### src/rtl/pipeline_stage_reg_pkg.sv
// Shared types and constants for the pipeline stage register.
// The state enum doubles as the occupancy count (EMPTY=0, ONE=1, TWO=2).
package pipeline_pkg;

  localparam int DATA_W_DEF = 76;
  localparam int CTRL_W_DEF = 4;

  // MEM/WB bundle layout: {ctrl[4], wb_addr[4], upd_addr[4], data1[32], data2[32]}
  localparam int CTRL_LSB     = 72;
  localparam int WB_ADDR_LSB  = 68;
  localparam int UPD_ADDR_LSB = 64;
  localparam int DATA1_LSB    = 32;
  localparam int DATA2_LSB    = 0;

  typedef enum logic [1:0] {
    ST_EMPTY = 2'd0,
    ST_ONE   = 2'd1,
    ST_TWO   = 2'd2
  } stage_state_t;

  function automatic logic [DATA_W_DEF-1:0] mem_wb_pack(
    input logic [3:0]  ctrl,
    input logic [3:0]  wb_addr,
    input logic [3:0]  upd_addr,
    input logic [31:0] data1,
    input logic [31:0] data2
  );
    logic [DATA_W_DEF-1:0] word;
    word = '0;
    word[CTRL_LSB     +: 4]  = ctrl;
    word[WB_ADDR_LSB  +: 4]  = wb_addr;
    word[UPD_ADDR_LSB +: 4]  = upd_addr;
    word[DATA1_LSB    +: 32] = data1;
    word[DATA2_LSB    +: 32] = data2;
    return word;
  endfunction

endpackage

### src/rtl/pipeline_stage_reg_if.sv
// Valid/ready handshake bundle for one pipeline stage boundary.
// slave = the stage register itself, master = whatever drives and drains it.
interface pipeline_stage_reg_if #(
  parameter int DATA_W = pipeline_pkg::DATA_W_DEF
);
  logic              in_valid;
  logic              in_ready;
  logic [DATA_W-1:0] in_data;
  logic              out_valid;
  logic              out_ready;
  logic [DATA_W-1:0] out_data;
  logic [1:0]        occupancy;

  modport master (
    output in_valid, in_data, out_ready,
    input  in_ready, out_valid, out_data, occupancy
  );

  modport slave (
    input  in_valid, in_data, out_ready,
    output in_ready, out_valid, out_data, occupancy
  );
endinterface

### src/rtl/pipeline_stage_reg.sv
// One-cycle pipeline stage register with flush; define PIPELINE_STAGE_SKID_EN
// for the two-slot skid version with a registered in_ready.
//
// state    | meaning
// ---------+---------------------------------------
// ST_EMPTY | nothing held, out_valid low
// ST_ONE   | main slot holds the oldest entry
// ST_TWO   | main and skid slots full (skid build only)
module pipeline_stage_reg
  import pipeline_pkg::*;
#(
  parameter int DATA_W = DATA_W_DEF,
  parameter int CTRL_W = CTRL_W_DEF
) (
  input  logic                 clock,
  input  logic                 reset,
  input  logic                 flush,
  pipeline_stage_reg_if.slave  bus
);

  stage_state_t      state, state_nxt;
  logic [DATA_W-1:0] main_q, skid_q;
  logic              rdy_q, rdy_nxt;
  logic              in_fire, out_fire;
  logic              load_main, load_skid, move_skid;

  assign bus.out_valid = (state != ST_EMPTY);
  assign bus.occupancy = state;
  assign in_fire       = bus.in_valid & bus.in_ready;
  assign out_fire      = bus.out_valid & bus.out_ready;

  // rdy_q is low through reset and rises on the first edge after release.
`ifdef PIPELINE_STAGE_SKID_EN
  assign bus.in_ready = rdy_q;
  assign rdy_nxt      = (state_nxt != ST_TWO);
`else
  assign bus.in_ready = rdy_q & (~bus.out_valid | bus.out_ready);
  assign rdy_nxt      = 1'b1;
`endif

  // Bubbles present an all-zero word, so the control field reads as a no-op.
  assign bus.out_data = {
    bus.out_valid ? main_q[DATA_W-1 -: CTRL_W]   : {CTRL_W{1'b0}},
    bus.out_valid ? main_q[DATA_W-CTRL_W-1:0]    : {(DATA_W-CTRL_W){1'b0}}
  };

  always_comb begin
    state_nxt = state;
    load_main = 1'b0;
    load_skid = 1'b0;
    move_skid = 1'b0;
    if (flush) begin
      state_nxt = ST_EMPTY;
    end else begin
      unique case (state)
        ST_EMPTY: begin
          if (in_fire) begin
            state_nxt = ST_ONE;
            load_main = 1'b1;
          end
        end
        ST_ONE: begin
          if (in_fire && out_fire) begin
            load_main = 1'b1;
`ifdef PIPELINE_STAGE_SKID_EN
          end else if (in_fire) begin
            state_nxt = ST_TWO;
            load_skid = 1'b1;
`endif
          end else if (out_fire) begin
            state_nxt = ST_EMPTY;
          end
        end
        ST_TWO: begin
          if (out_fire) begin
            state_nxt = ST_ONE;
            move_skid = 1'b1;
          end
        end
        default: state_nxt = ST_EMPTY;
      endcase
    end
  end

  always_ff @(posedge clock or posedge reset) begin
    if (reset) begin
      state  <= ST_EMPTY;
      rdy_q  <= 1'b0;
      main_q <= '0;
      skid_q <= '0;
    end else begin
      state <= state_nxt;
      rdy_q <= rdy_nxt;
      if (load_main)      main_q <= bus.in_data;
      else if (move_skid) main_q <= skid_q;
      if (load_skid)      skid_q <= bus.in_data;
    end
  end

endmodule

### src/flat_wrapper.sv
// flat-port wrapper written by rule: the top's interface ports become plain ports
module pipeline_stage_reg_flat import pipeline_pkg::*;
#(
  parameter int DATA_W = DATA_W_DEF,
  parameter int CTRL_W = CTRL_W_DEF
)
  (clock, reset, flush, bus_in_valid, bus_in_data, bus_out_ready, bus_in_ready, bus_out_valid, bus_out_data, bus_occupancy);
  pipeline_stage_reg_if #(.DATA_W(DATA_W)) bus_i ();
  input  logic clock;
  input  logic reset;
  input  logic flush;
  input wire logic [$bits(bus_i.in_valid)-1:0] bus_in_valid;
  input wire logic [$bits(bus_i.in_data)-1:0] bus_in_data;
  input wire logic [$bits(bus_i.out_ready)-1:0] bus_out_ready;
  output wire logic [$bits(bus_i.in_ready)-1:0] bus_in_ready;
  output wire logic [$bits(bus_i.out_valid)-1:0] bus_out_valid;
  output wire logic [$bits(bus_i.out_data)-1:0] bus_out_data;
  output wire logic [$bits(bus_i.occupancy)-1:0] bus_occupancy;
  assign bus_i.in_valid = bus_in_valid;
  assign bus_i.in_data = bus_in_data;
  assign bus_i.out_ready = bus_out_ready;
  assign bus_in_ready = bus_i.in_ready;
  assign bus_out_valid = bus_i.out_valid;
  assign bus_out_data = bus_i.out_data;
  assign bus_occupancy = bus_i.occupancy;
  pipeline_stage_reg #(.DATA_W(DATA_W), .CTRL_W(CTRL_W)) u_core (.clock(clock), .reset(reset), .flush(flush), .bus(bus_i));
endmodule
### config.mk
export PLATFORM = sky130hd
export DESIGN_NAME = pipeline_stage_reg_flat
export DESIGN_NICKNAME = d
export VERILOG_FILES = /design/src/rtl/pipeline_stage_reg_pkg.sv /design/src/rtl/pipeline_stage_reg_if.sv /design/src/rtl/pipeline_stage_reg.sv /design/src/flat_wrapper.sv
export SDC_FILE = /design/constraint.sdc
export NUM_CORES = 1
export LEC_CHECK = 0
export CELL_PAD_IN_SITES_DETAIL_PLACEMENT = 1
export CELL_PAD_IN_SITES_GLOBAL_PLACEMENT = 1
export CORE_MARGIN = 10
export CORE_UTILIZATION = 30
export CTS_BUF_LIST = sky130_fd_sc_hd__clkbuf_2 sky130_fd_sc_hd__clkbuf_4 sky130_fd_sc_hd__clkbuf_8
export CTS_CLUSTER_DIAMETER = 30
export DETAILED_ROUTE_END_ITERATION = 7
export PLACE_DENSITY = 0.82
export SLEW_MARGIN = 5
export SYNTH_ARGS = -nofsm -noshare
export SYNTH_HDL_FRONTEND = slang
export SYNTH_SLANG_ARGS = --single-unit
export TNS_END_PERCENT = 30
### constraint.sdc
create_clock -name clock -period 5.71 [get_ports clock]
set_clock_uncertainty 0.2 [all_clocks]
set_input_delay 0.8565 -clock clock [delete_from_list [all_inputs] [get_ports clock]]
set_output_delay 0.8565 -clock clock [all_outputs]
set_load 0.05 [all_outputs]
==> qor.csv <==
metric,value,unit
status,"finished, final reports clean",
p_sw,0.461,mW
globalRouteTotalUtil,0.127,
grt_first_pass_wirelength,16400,um
holdPathStages,1,
dieArea,0.0166,mm^2
syn_nets,336,
placed_cell_area,0.00524,mm^2
synth_warnings,0,
criticalPathCategory,register to output pin,
root_buffer,clkbuf_8,
setup_violations,0,
cts_buffers,9,
fin_crit_sh,0.631,
critPathRequiredTime,4.65,ns
cts_setup_buffers,0,
die_h,129,um
hold_viol_final,0,
overflow,0,
min_to,u_core.main_q[35],
fmax,277,MHz
hold_start,u_core.main_q[35],
power_density,284,mW/mm^2
fin_hold_ws,0.299,ns
synth-seq-cells,78,
tns,0,ns
critPathLaunchType,register,
numClockSinks,78,
drtPass1Iterations,3,
min_period,3.60,ns
cts_hold_buf,0,
drv_slew,0,
hp-class,register to register,
power,1.54,mW
numPortBuffers,159,
comb_power_share,0.277,
setup_slack,2.11,ns
worst_r2r_startpoint,u_core.bus.occupancy[0],
relSlewSlack,0.290,
finalCoreUtilization,0.471,
antenna_cells,0,
nets,490,
path_max_fanout,79,
final_cell_mix,"159 x clkdlybuf4s50_1, 77 x and2_1, 77 x dfrtp_1",
r2r_slack,2.48,ns
htreeDepth,3,
place.gp.congestion,0.702,
instances_no_fill,557,
sequentialPowerShare,0.470,
ant_nets,0,
wl_per_cell,18.8,um
ir_worst_vdd,0.000119,V
p_int,1.08,mW
rsz0062_at_grt,no,
clock_power_share,0.253,
worstReg2RegEnd,u_core.main_q[37],
total_leakage_power,2.35,nW
syn_area_per_cell,13.9,um^2
synthToLayoutAreaGrowth,52.4,%
ios,161,
max-clock-path-buffers,2,
pre_cts_slack,2.11,ns
r2r_cells,4,
clkTransAtPathRegs,0.07,ns
drc,0,
place_hpwl,7690,um
clk_latency,0.34,ns
switching_share,0.299,
via_per_inst,4.50,
wl,10500,um
netlist_area,0.00356,mm^2
antenna_found_initial,0,
row_count,39,
synth_cell_types,14,
die_x,129,um
end_kind,output pin,
initial_utilization,0.309,
dp.cells,541,
grt_max_degree,80,
drive_gt1_frac,0.237,
drtIter0Drc,80,
grt_pass1_vias,2810,
cap_violations,0,
seq_area_frac_synth,0.549,
fin_area,0.00542,mm^2
post_cts_resized,0,
coreArea,0.0115,mm^2
final_common_cell,clkdlybuf4s50_1,
syn_inst,255,
worst-endpoint-arrival,2.55,ns
tritoncts,done,
worst_slew_pin_slew,1.07,ns
num_vias,2509,
## sequential cells by signal, summed over array words and instances, names as in the netlist
| name | flops |
|---|---|
| u_core.bus.occupancy | 1 |
| u_core.rdy_q | 1 |
| u_core.main_q | 76 |
## final cells by class
type | instances | area [um^2]
Fill cell | 1202 | 6100
Timing Repair Buffer | 161 | 1610
Tap cell | 143 | 179
Clock buffer | 12 | 165
Multi-Input combinational cell | 158 | 1490
Inverter | 1 | 5.00
Sequential cell | 78 | 1950
Clock inverter | 4 | 20.0
## synthesized netlist by cell type
library cell / number / area share
inv_1: 1 / 0.0011
nand4b_4: 1 / 0.0067
and2_1: 77 / 0.14
buf_6: 4 / 0.013
mux2_2: 47 / 0.15
conb_1: 2 / 0.0021
dfrtp_1: 78 / 0.55
buf_1: 1 / 0.0011
nand2b_2: 1 / 0.0025
buf_4: 2 / 0.0042
o21ai_0: 1 / 0.0014
clkbuf_1: 7 / 0.0074
mux2_4: 29 / 0.12
buf_2: 4 / 0.0056
## cells by family after synthesis
group / count (synthesis) / synth area share
DFF: 78 / 0.549
buffers and inverters: 19 / 0.0320
muxes: 76 / 0.271
other: 2 / 0.00211
AOI/OAI and AO/OA: 1 / 0.00141
and+or+nand+nor: 79 / 0.145
## how the worst max path moves through the flow
| stage | startpoint | end | slack, ns | cells past startpoint |
|---|---|---|---|---|
| final | u_core.bus.occupancy[0] | bus_out_data[9] | 2.11 | 2 |
| after global routing | u_core.bus.occupancy[0] | bus_out_data[72] | 1.84 | 2 |
| after CTS | u_core.bus.occupancy[0] | bus_in_ready | 2.01 | 3 |
| after detailed placement | bus_out_ready | u_core.main_q[12] | 2.11 | 5 |
| after global placement | bus_out_ready | u_core.main_q[17] | 2.20 | 5 |
| after floorplan | reset | u_core.bus.occupancy[0] | 2.66 | 1 |
## power by group through the flow
stage | Sequential, mW | Clock [mW] | Combinational, mW
floorplan | 0.707 | 0 | 0.293
global placement | 0.726 | 0 | 0.419
detailed placement | 0.735 | 0 | 0.433
CTS | 0.725 | 0.412 | 0.434
global route | 0.740 | 0.440 | 0.454
finish | 0.724 | 0.391 | 0.426
## metal layers
layer | track usage | share of wire | up-vias
met1 | 0.149 | 0.42 | 1252
met5 | 0 | 0 | -
met4 | 0.0508 | 0.016 | 0
li1 | - | - | 1141
met3 | 0.0637 | 0.11 | 13
met2 | 0.194 | 0.46 | 103
## worst max-delay path: stages (launching register included)
cell and delay, ns:
dfrtp_2 1.07, and2_1 0.25, clkdlybuf4s50_1 0.85
Note: power is estimated with default switching activity, not from simulation.
